===== src/rtl/cpu_types_pkg.sv =====
// Shared CPU types: machine word, instruction-cache address split, frame layout
// and fetch FSM state encoding for the default 16-frame geometry.
package cpu_types_pkg;

    typedef logic [31:0] word_t;

    localparam int ICACHE_NFRAMES = 16;
    localparam int ICACHE_IDX_W   = $clog2(ICACHE_NFRAMES);
    localparam int ICACHE_TAG_W   = 30 - ICACHE_IDX_W;

    // Fetch address viewed as {tag, frame index, byte offset}
    typedef struct packed {
        logic [ICACHE_TAG_W-1:0] tag;
        logic [ICACHE_IDX_W-1:0] idx;
        logic [1:0]              bytoff;
    } icachef_t;

    // One cache frame: a single instruction word plus its tag and valid bit
    typedef struct packed {
        logic                    valid;
        logic [ICACHE_TAG_W-1:0] tag;
        word_t                   data;
    } icache_frame_t;

    typedef enum logic {
        IDLE  = 1'b0,
        FETCH = 1'b1
    } icache_state_t;

endpackage


===== src/rtl/icache_fetch.sv =====
// Direct-mapped, one-word-block instruction cache between the fetch stage and
// the memory arbiter. Hits return combinationally; a miss runs a single-word
// read to memory, fills the frame, then the retried request hits.
module icache_fetch
    import cpu_types_pkg::*;
#(
    parameter int NFRAMES = ICACHE_NFRAMES,
    parameter int TAG_W   = 30 - $clog2(NFRAMES)
) (
    input  logic        CLK,
    input  logic        RST,
    input  logic        imemREN,
    input  logic [31:0] imemaddr,
    input  logic        iflush,
    output logic        ihit,
    output logic [31:0] imemload,
    output logic        iREN,
    output logic [31:0] iaddr,
    input  logic        iwait,
    input  logic [31:0] iload,
    output logic [15:0] misscnt
);

    localparam int IDX_W = $clog2(NFRAMES);

    // Frame layout sized from this instance's geometry
    typedef struct packed {
        logic             valid;
        logic [TAG_W-1:0] tag;
        word_t            data;
    } frame_t;

    frame_t            frames_r [NFRAMES];
    icache_state_t     state_r;
    icache_state_t     next_state_s;
    word_t             miss_addr_r;
    logic [15:0]       misscnt_r;

    logic [TAG_W-1:0]  req_tag_s;
    logic [IDX_W-1:0]  req_idx_s;
    logic [TAG_W-1:0]  fill_tag_s;
    logic [IDX_W-1:0]  fill_idx_s;
    logic              miss_s;
    logic              fill_s;

    assign req_tag_s  = imemaddr[31:IDX_W+2];
    assign req_idx_s  = imemaddr[IDX_W+1:2];
    assign fill_tag_s = miss_addr_r[31:IDX_W+2];
    assign fill_idx_s = miss_addr_r[IDX_W+1:2];
    assign misscnt    = misscnt_r;

    // Hit detection, memory handshake outputs and next-state selection
    always_comb begin
        ihit         = 1'b0;
        imemload     = 32'h0000_0000;
        iREN         = 1'b0;
        iaddr        = 32'h0000_0000;
        miss_s       = 1'b0;
        fill_s       = 1'b0;
        next_state_s = state_r;
        case (state_r)
            IDLE: begin
                ihit = imemREN & frames_r[req_idx_s].valid &
                       (frames_r[req_idx_s].tag == req_tag_s) & ~iflush;
                if (ihit) begin
                    imemload = frames_r[req_idx_s].data;
                end else begin
                    imemload = 32'h0000_0000;
                end
                miss_s = imemREN & ~ihit & ~iflush;
                if (miss_s) begin
                    next_state_s = FETCH;
                end else begin
                    next_state_s = IDLE;
                end
            end
            FETCH: begin
                iREN  = 1'b1;
                iaddr = miss_addr_r;
                // A started fill always runs to completion, whatever the PC does
                if (!iwait) begin
                    fill_s       = 1'b1;
                    next_state_s = IDLE;
                end else begin
                    fill_s       = 1'b0;
                    next_state_s = FETCH;
                end
            end
            default: begin
                next_state_s = IDLE;
            end
        endcase
    end

    // State, miss address, miss counter and frame array updates
    always_ff @(posedge CLK or posedge RST) begin
        if (RST) begin
            state_r     <= IDLE;
            miss_addr_r <= 32'h0000_0000;
            misscnt_r   <= 16'h0000;
            for (int i = 0; i < NFRAMES; i++) begin
                frames_r[i].valid <= 1'b0;
            end
        end else begin
            state_r <= next_state_s;
            if (miss_s) begin
                // Byte offset is forced to zero so the memory read is word aligned
                miss_addr_r <= {imemaddr[31:2], imemaddr[1:0] & 2'b00};
                if (misscnt_r != 16'hFFFF) begin
                    misscnt_r <= misscnt_r + 16'd1;
                end
            end
            // A flush wins over a fill landing on the same edge
            if (iflush) begin
                for (int i = 0; i < NFRAMES; i++) begin
                    frames_r[i].valid <= 1'b0;
                end
            end else if (fill_s) begin
                frames_r[fill_idx_s] <= '{valid: 1'b1, tag: fill_tag_s, data: iload};
            end
        end
    end

endmodule


===== config.mk =====
export PLATFORM = sky130hd
export DESIGN_NAME = icache_fetch
export DESIGN_NICKNAME = d
export VERILOG_FILES = /design/src/rtl/cpu_types_pkg.sv /design/src/rtl/icache_fetch.sv
export SDC_FILE = /design/constraint.sdc
export NUM_CORES = 1
export LEC_CHECK = 0
export CAP_MARGIN = 5
export CORE_MARGIN = 2
export CORE_UTILIZATION = 49
export DETAILED_ROUTE_END_ITERATION = 10
export PLACE_DENSITY = 0.66
export SYNTH_ARGS = -nofsm -noshare
export SYNTH_HDL_FRONTEND = slang
export SYNTH_SLANG_ARGS = --single-unit

===== constraint.sdc =====
create_clock -name CLK -period 6 [get_ports CLK]
set_input_delay 0.9 -clock CLK [delete_from_list [all_inputs] [get_ports CLK]]
set_output_delay 0.9 -clock CLK [all_outputs]
set_load 0.1 [all_outputs]

==> results of run 1 <==
-- kinds of logic after synthesis --
logic type | share of synthesized area (%)
buf+inv | 1.54
compound gates | 1.61
flops | 75.6
mux | 17.6
other cells | 0.00963
simple gates | 2.76
fa+ha+maj | 0.0321
xor+xnor | 0.810
-- what timing repair did --
item,CTS,global route
hold endpoints to repair,0,0
endpoints found under the setup margin,0,32
gates resized for setup,0,2
-- where the power goes --
part	switching (mW)	internal (mW)
clock network	2.52	3.43
logic	0.735	0.419
registers	0.214	7.80
-- critical path, stage by stage --
cell,delay (ns)
buf_12,0.30
buf_12,0.30
mux2_2,0.36
o22ai_1,0.21
nor3_1,0.08
a222oi_1,0.46
o2111ai_1,0.21
or4_1,0.58
and4b_1,0.50
nand2b_4,0.31
nor2b_1,0.33
buf_12,0.21
-- synth_stat cells (6+ instances only) --
master,count
mux4_2,252
xnor2_1,16
a22oi_1,12
nand2_1,31
mux2_2,31
o2111ai_1,7
mux2i_1,78
xor2_1,20
nand2b_1,7
buf_2,34
a21oi_1,6
inv_1,27
and2_1,33
nor2_1,38
o22ai_1,23
edfxtp_1,928
dfrtp_1,63
nor2b_1,39
clkbuf_1,32
mux2_1,6
nor3_1,8
nand3_1,16
o21ai_0,11
buf_4,18
-- per-layer routing --
layer  GRT usage, %  share of wire (%)  vias up  routed length [um]
met4           4.69                1.8       10                1550
met3           3.44                5.2      128                4500
met1           29.8                 42     9933               36200
li1               -                  -     7917                   -
met5              0              0.072        -                  62
met2           36.1                 51      510               43700
-- per-stage QoR --
stage | total power [mW] | utilization [%] | cell area (um^2)
floorplan | 8.89 | - | 38900
global placement | 9.29 | 53.6 | 42300
detailed placement | 9.33 | 53.6 | 42300
CTS | 15.2 | 57.6 | 45400
global route | 15.6 | 57.6 | 45400
finish | 15.1 | 57.6 | 45400
-- worst paths after layout --
| path | startpoint | endpoint | slack [ns] | depth (start not counted) |
|---|---|---|---|---|
| max in group asynchronous | RST | miss_addr_r[26] | 4.30 | 3 |
| min | misscnt[12] | misscnt[12] | 0.47 | 1 |
| max | imemaddr[4] | imemload[19] | 0.22 | 12 |
| min reg2reg | misscnt[12] | misscnt[12] | 0.47 | 1 |
| max reg2reg | frames_r[36] | miss_addr_r[8] | 2.16 | 8 |
| min in group asynchronous | RST | miss_addr_r[5] | 1.04 | 3 |
-- final cells by class --
| type | instances | share of cell area (%) |
|---|---|---|
| antenna | 1 | 0.00551 |
| clock buffer | 136 | 5.99 |
| clock inverter | 46 | 0.906 |
| inverter | 29 | 0.245 |
| multi-input combinational | 695 | 19.9 |
| sequential | 991 | 64.8 |
| tap | 1050 | 2.89 |
| timing repair buffer | 202 | 5.29 |
-- sequential cells by signal (all words and copies together), names as in the netlist --
name and count:
miss_addr_r 30, frames_r 944, state_r 1, misscnt 16
==> impl_metrics.env, run 1 <==
export IMPL_critPathLaunchType="primary input"
export IMPL_final_antenna_net_count=0
export IMPL_grt_pass1_vias=19500
export IMPL_cts_root_buf="clkbuf_16"
export IMPL_portBuffers=146
export IMPL_rsz0062_at_grt="yes"
export IMPL_coreArea_um2=78900
export IMPL_grt_max_degree=64
export IMPL_clkTransAtPathRegs_ns=0.06
export IMPL_status="complete, no violations"
export IMPL_dieArea_um2=81800
export IMPL_period_share_pct=96.4
export IMPL_cts_max_level=3
export IMPL_peakVddDrop_uv=242
export IMPL_cts_tree="yes"
export IMPL_chipHeight_um=286
export IMPL_fin_nets=2088
export IMPL_drive_above_1_share_pct=25.6
export IMPL_rows=103
export IMPL_hold_viol_final=0
export IMPL_seq_area_um2=29400
export IMPL_timing_hold_ws_ns=0.472
export IMPL_drv_cap=0
export IMPL_layout_area_overhead_vs_synth_pct=16.7
export IMPL_post_route_min_period_ns=5.78
export IMPL_worstPathArrival_ns=4.88
export IMPL_drt_initial_drc_count=1781
export IMPL_synth_cell_types=57
export IMPL_grt_overflow_total=0
export IMPL_power_per_cell_area_nw_per_um2=333
export IMPL_viasPerCell=5.87
export IMPL_die_w_um=286
export IMPL_cts_buffers=99
export IMPL_cts_path_max_buffers=3
export IMPL_tightest_slew_ns=1.02
export IMPL_cp_data_required_time_ns=5.10
export IMPL_p_leak_nw=14.7
export IMPL_maxSlewViolCount=0
export IMPL_multi_input_area_um2=9040
export IMPL_synthTopCellsByArea="edfxtp_1 72%, mux4_2 15%, dfrtp_1 4.0%, mux2i_1 2.0%, mux2_2 0.90%"
export IMPL_cts_hold_buf=0
export IMPL_finClkSkew_ns=0.0196
export IMPL_drt_wl_total_um=86100
export IMPL_synth_yosys_warnings=0
export IMPL_start_util_pct=49.4
export IMPL_cp_max_fo=54
export IMPL_dr_total_vias=18500
export IMPL_cts_num_sinks=991
export IMPL_ys_async_sr_fraction_pct=6.36
export IMPL_crit_type="primary input to output pin"
export IMPL_postCtsSetupRepairBufs=0
export IMPL_grt_pass1_wl_um=128000
export IMPL_yosysTopAreaCell="edfxtp_1"
export IMPL_ys_flop_type="edfxtp_1"
export IMPL_synth_top_area_share_pct=71.6
export IMPL_endpoint_kind="output pin"
export IMPL_fillers=5813
export IMPL_relSlewSlack_pct=32.2
export IMPL_placed_cells=2967
export IMPL_fmax_ghz=0.173
export IMPL_gp_congestion=0.795
export IMPL_place_ws_ns=0.0390
export IMPL_worstSkewPairLatency_ns=0.65
export IMPL_yosysSeqAreaShare_pct=75.6
export IMPL_mostFrequentLayoutCell="edfxtp_1"
export IMPL_final_cells=3150
export IMPL_layout_common_cells="928 x edfxtp_1, 252 x mux4_2, 109 x clkdlybuf4s50_1"
export IMPL_hpwlAfterDp_um=45400
export IMPL_avgSynthCellArea_um2=21.6
export IMPL_syn_cell_area_um2=38900
export IMPL_io_pins=151
export IMPL_firstDrtPassIters=5
export IMPL_worst_slack_ns=0.216
export IMPL_setup_viol=0
export IMPL_ys_ff_latch=991
export IMPL_tns_ns=0
export IMPL_drc_errors=0
export IMPL_syn_inst=1805
export IMPL_wl_per_cell_um=27.3
export IMPL_synth_edff_count=928
export IMPL_antenna_found_initial=5
export IMPL_globalRouteTotalUtil_pct=21.4
export IMPL_min_delay_path_class="flop to flop"
Note: power is estimated with default switching activity, not from simulation.
==> run 2: changes to the inputs <==
- CORE_MARGIN: 2 -> 10
==> impl_metrics.env, run 2 (synthesis gave the netlist of run 1 again) <==
export IMPL_post_route_min_period_ns=5.73
export IMPL_p_seq_share_pct=52.5
export IMPL_critPathLaunchType="primary input"
export IMPL_cts_num_sinks=991
export IMPL_grt_pass1_vias=19700
export IMPL_grt_pass1_wl_um=134000
export IMPL_cp_max_fo=35
export IMPL_period_share_pct=95.4
export IMPL_fin_nets=2091
export IMPL_portBuffers=146
export IMPL_largest_reg_flops=944
export IMPL_die_w_um=302
export IMPL_final_cells=3154
export IMPL_grt_max_degree=64
export IMPL_drt_wl_total_um=90500
export IMPL_drive_above_1_share_pct=26.0
export IMPL_relSlewSlack_pct=25.9
export IMPL_antennaDiodeCount=0
export IMPL_firstDrtPassIters=5
export IMPL_p_sw_mw=3.53
export IMPL_worst_path_dominant_cell_family="simple AND/OR/NAND/NOR gates"
export IMPL_viasPerCell=6.02
export IMPL_clkTransAtPathRegs_ns=0.06
export IMPL_final_antenna_net_count=0
export IMPL_endpoint_kind="output pin"
export IMPL_min_delay_path_class="flop to flop"
export IMPL_cts_hold_buf=0
export IMPL_io_pins=151
export IMPL_cts_root_buf="clkbuf_16"
export IMPL_start_util_pct=49.4
export IMPL_power_frac_comb_pct=7.6
export IMPL_peakVddDrop_uv=272
export IMPL_cp_data_required_time_ns=5.10
export IMPL_gp_congestion=0.774
export IMPL_setup_viol=0
export IMPL_switching_share_pct=23.2
export IMPL_hold_viol_final=0
export IMPL_cpMostUsedCell="buf_4"
export IMPL_drv_cap=0
export IMPL_crit_type="primary input to output pin"
export IMPL_wl_per_cell_um=28.7
export IMPL_mostFrequentLayoutCell="edfxtp_1"
export IMPL_cts_max_level=3
export IMPL_worstSkewPairLatency_ns=0.65
export IMPL_chipHeight_um=302
export IMPL_cp_slowest_cell="a222oi_1"
export IMPL_coreArea_um2=78900
export IMPL_dieArea_um2=91200
export IMPL_maxSlewViolCount=0
export IMPL_power_per_cell_area_nw_per_um2=335
export IMPL_timing_hold_ws_ns=0.465
export IMPL_path_cells="buf_4 -> buf_4 -> mux2i_1 -> a22oi_1 -> nand2_1 -> a222oi_1 -> buf_4 -> o2111ai_1 -> or4_1 -> and4b_1 -> nand2b_4 -> buf_12 -> nor2b_1 -> buf_12"
export IMPL_layout_area_overhead_vs_synth_pct=17.1
export IMPL_regToRegSetupSlack_ns=2.37
export IMPL_globalRouteTotalUtil_pct=20.0
export IMPL_finClkSkew_ns=0.0161
export IMPL_postCtsSetupRepairBufs=0
export IMPL_place_ws_ns=0.224
export IMPL_drt_initial_drc_count=1938
export IMPL_rr_startpoint="frames_r[36]"
export IMPL_fillers=5708
export IMPL_rows=103
export IMPL_finalPower_mw=15.3
export IMPL_placed_cells=2969
export IMPL_cts_buffers=100
export IMPL_cts_repair_resized=0
export IMPL_cp_slowest_stage_delay_ns=0.60
export IMPL_p_int_mw=11.7
export IMPL_largest_register="frames_r"
export IMPL_worst_slack_ns=0.275
export IMPL_cts_tree="yes"
export IMPL_rsz0062_at_grt="no"
export IMPL_status="complete, no violations"
export IMPL_worstPathArrival_ns=4.83
export IMPL_layout_common_cells="928 x edfxtp_1, 252 x mux4_2, 109 x clkdlybuf4s50_1"
export IMPL_p_leak_nw=14.8
export IMPL_drc_errors=0
export IMPL_fmax_ghz=0.175
export IMPL_antenna_found_initial=6
export IMPL_startpoint="imemaddr[5]"
export IMPL_tightest_slew_ns=1.11
export IMPL_p_clk_share_pct=39.8
export IMPL_cts_path_max_buffers=3
export IMPL_tns_ns=0
export IMPL_dr_total_vias=19000
export IMPL_grt_overflow_total=0
export IMPL_hold_start="misscnt[12]"
export IMPL_hpwlAfterDp_um=48200
export IMPL_crit_buf_inv=5
==> run 2: changes by cell type in the layout (fill, tap and decap cells not counted), sizes merged <==
cell	previous run	this run
clkbuf	136	125
clkinv	33	43
bufinv	6	9
buf	93	95
diode	1	0
inv	33	34
==> run 2: final cells by class <==
type / instances / area [um^2] / area share [%]
clock buffers: 125 / 2630 / 5.76
clock inverters: 60 / 596 / 1.31
inverters: 29 / 111 / 0.244
multi-input cells: 695 / 9040 / 19.8
flip-flops and latches: 991 / 29400 / 64.5
repair buffers: 204 / 2490 / 5.47
well taps: 1050 / 1310 / 2.88
==> run 2: path summary, 6_finish.rpt <==
kind	to	cells past startpoint
setup / recovery	imemload[24]	14
hold / removal	misscnt[12]	1
setup reg to reg	misscnt[5]	9
hold reg to reg	misscnt[12]	1
max in group asynchronous	miss_addr_r[22]	3
min in group asynchronous	frames_r[235]	3
==> run 2: per-stage QoR <==
stage          instance area, um^2  util (%)
6_report                     45600      57.8
5_1_grt                      45600      57.8
4_1_cts                      45600      57.8
3_5_place_dp                 42400      53.8
3_3_place_gp                 42400      53.8
2_1_floorplan                38900         -
==> run 2: power groups by stage <==
stage	clock network [mW]	logic, mW	registers, mW
after floorplan	0	0.676	8.21
after global placement	0	1.16	8.14
after detailed placement	0	1.18	8.17
after CTS	6.19	1.18	8.02
after global routing	6.47	1.23	8.05
final	6.08	1.16	8.02
==> run 2: layer usage <==
metal | share of wire [%] | global-route usage, %
met2 | 51 | 33.3
met4 | 1.8 | 4.92
met5 | 0.075 | 0
met3 | 6.7 | 3.25
met1 | 41 | 27.5
==> run 3: changes to the inputs <==
- CORE_UTILIZATION: 49 -> 30
- PLACE_DENSITY: 0.66 -> default
==> impl_metrics.env, run 3 (synthesis gave the netlist of run 1 again) <==
export IMPL_mostFrequentLayoutCell="edfxtp_1"
export IMPL_cp_max_fo=43
export IMPL_fin_nets=2094
export IMPL_portBuffers=146
export IMPL_finClkSkew_ns=0.0315
export IMPL_hold_viol_final=0
export IMPL_crit_type="primary input to output pin"
export IMPL_gp_congestion=0.822
export IMPL_cts_hold_buf=0
export IMPL_firstDrtPassIters=7
export IMPL_layout_common_cells="928 x edfxtp_1, 252 x mux4_2, 109 x clkdlybuf4s50_1"
export IMPL_largest_reg_flops=944
export IMPL_relSlewSlack_pct=32.0
export IMPL_cts_tree="yes"
export IMPL_io_pins=151
export IMPL_grt_overflow_total=0
export IMPL_wl_per_cell_um=25.3
export IMPL_die_w_um=380
export IMPL_power_per_cell_area_nw_per_um2=326
export IMPL_p_clk_share_pct=39.1
export IMPL_layout_area_overhead_vs_synth_pct=19.1
export IMPL_p_seq_share_pct=53.1
export IMPL_postCtsSetupRepairBufs=0
export IMPL_rsz0062_at_grt="no"
export IMPL_start_util_pct=30.1
export IMPL_p_leak_nw=14.8
export IMPL_cp_data_required_time_ns=5.10
export IMPL_antenna_found_initial=12
export IMPL_critPathLaunchType="primary input"
export IMPL_largest_register="frames_r"
export IMPL_setup_viol=0
export IMPL_period_share_pct=92.9
export IMPL_final_cells=3845
export IMPL_p_int_mw=11.6
export IMPL_chipHeight_um=380
export IMPL_dieArea_um2=145000
export IMPL_clkTransAtPathRegs_ns=0.06
export IMPL_viasPerCell=4.91
export IMPL_final_antenna_net_count=0
export IMPL_globalRouteTotalUtil_pct=13.1
export IMPL_placed_cells=3671
export IMPL_cts_path_max_buffers=3
export IMPL_switching_share_pct=23.2
export IMPL_post_route_min_period_ns=5.57
export IMPL_endpoint_kind="output pin"
export IMPL_coreArea_um2=129000
export IMPL_min_delay_path_class="flop to flop"
export IMPL_cts_max_level=3
export IMPL_cts_num_sinks=991
export IMPL_power_frac_comb_pct=7.8
export IMPL_drv_cap=0
export IMPL_worstPathArrival_ns=4.67
export IMPL_hpwlAfterDp_um=54800
export IMPL_cts_root_buf="clkbuf_16"
export IMPL_status="complete, no violations"
export IMPL_p_sw_mw=3.51
export IMPL_drive_above_1_share_pct=26.1
export IMPL_drt_wl_total_um=97200
export IMPL_regToRegSetupSlack_ns=2.15
export IMPL_worstSkewPairLatency_ns=0.66
export IMPL_cts_repair_resized=0
export IMPL_drt_initial_drc_count=1795
export IMPL_grt_pass1_wl_um=140000
export IMPL_cts_buffers=93
export IMPL_maxSlewViolCount=0
export IMPL_fmax_ghz=0.179
export IMPL_dr_total_vias=18900
export IMPL_peakVddDrop_uv=247
export IMPL_grt_max_degree=64
export IMPL_tns_ns=0
export IMPL_rows=132
export IMPL_grt_pass1_vias=19600
export IMPL_tightest_slew_ns=1.02
export IMPL_drc_errors=0
run 3: worst max-delay path, stage by stage:
cell      delay (ns)
buf_8           0.37
buf_12          0.24
mux4_2          0.51
mux2i_1         0.14
mux2i_1         0.10
xnor2_1         0.28
nand4_1         0.21
or4_1           0.65
and4b_1         0.40
nand2b_4        0.07
buf_12          0.19
nor2b_1         0.26
buf_12          0.21
run 3: final timing paths:
check / from / end / cells after the start
hold reg to reg: misscnt[12] / misscnt[12] / 1
setup reg to reg: frames_r[272] / miss_addr_r[17] / 8
min in group asynchronous: RST / miss_addr_r[12] / 3
max in group asynchronous: RST / miss_addr_r[29] / 3
hold / removal: misscnt[12] / misscnt[12] / 1
setup / recovery: imemaddr[2] / imemload[4] / 13
run 3: per-stage QoR:
stage,setup WS [ns],utilization [%],area [um^2],power [mW],hold WS (ns)
finish,0.426,35.9,46400,15.1,0.472
global route,0.169,35.9,46400,15.6,0.496
CTS,0.360,35.9,46400,15.3,0.475
detailed placement,0.411,33.5,43300,9.37,0.466
global placement,0.410,33.5,43300,9.32,0.456
floorplan,0.343,-,38900,8.89,0.501
run 3: routing by layer:
metal / wire length, um / track usage (%) / share of wire, % / vias up
met5: 86 / 0 / 0.089 / -
met4: 1980 / 3.08 / 2.0 / 14
met1: 41800 / 17.8 / 43 / 10100
met2: 46400 / 21.2 / 48 / 674
met3: 6830 / 3.07 / 7.0 / 145
li1: - / - / - / 7917
run 3: power by group through the flow:
stage | logic (mW) | clock network [mW] | registers, mW
6_report | 1.18 | 5.90 | 8.03
5_1_grt | 1.25 | 6.31 | 8.05
4_1_cts | 1.20 | 6.04 | 8.03
3_5_place_dp | 1.19 | 0 | 8.18
3_3_place_gp | 1.18 | 0 | 8.15
2_1_floorplan | 0.676 | 0 | 8.21
run 3: area by class of cell:
| class | instances | area, um^2 |
|---|---|---|
| fillers | 11800 | 82900 |
| flip-flops and latches | 991 | 29400 |
| multi-input cells | 695 | 9040 |
| repair buffers | 214 | 2540 |
| clock buffers | 115 | 2510 |
| well taps | 1742 | 2180 |
| clock inverters | 57 | 561 |
| inverters | 29 | 111 |
| diodes | 2 | 5.00 |
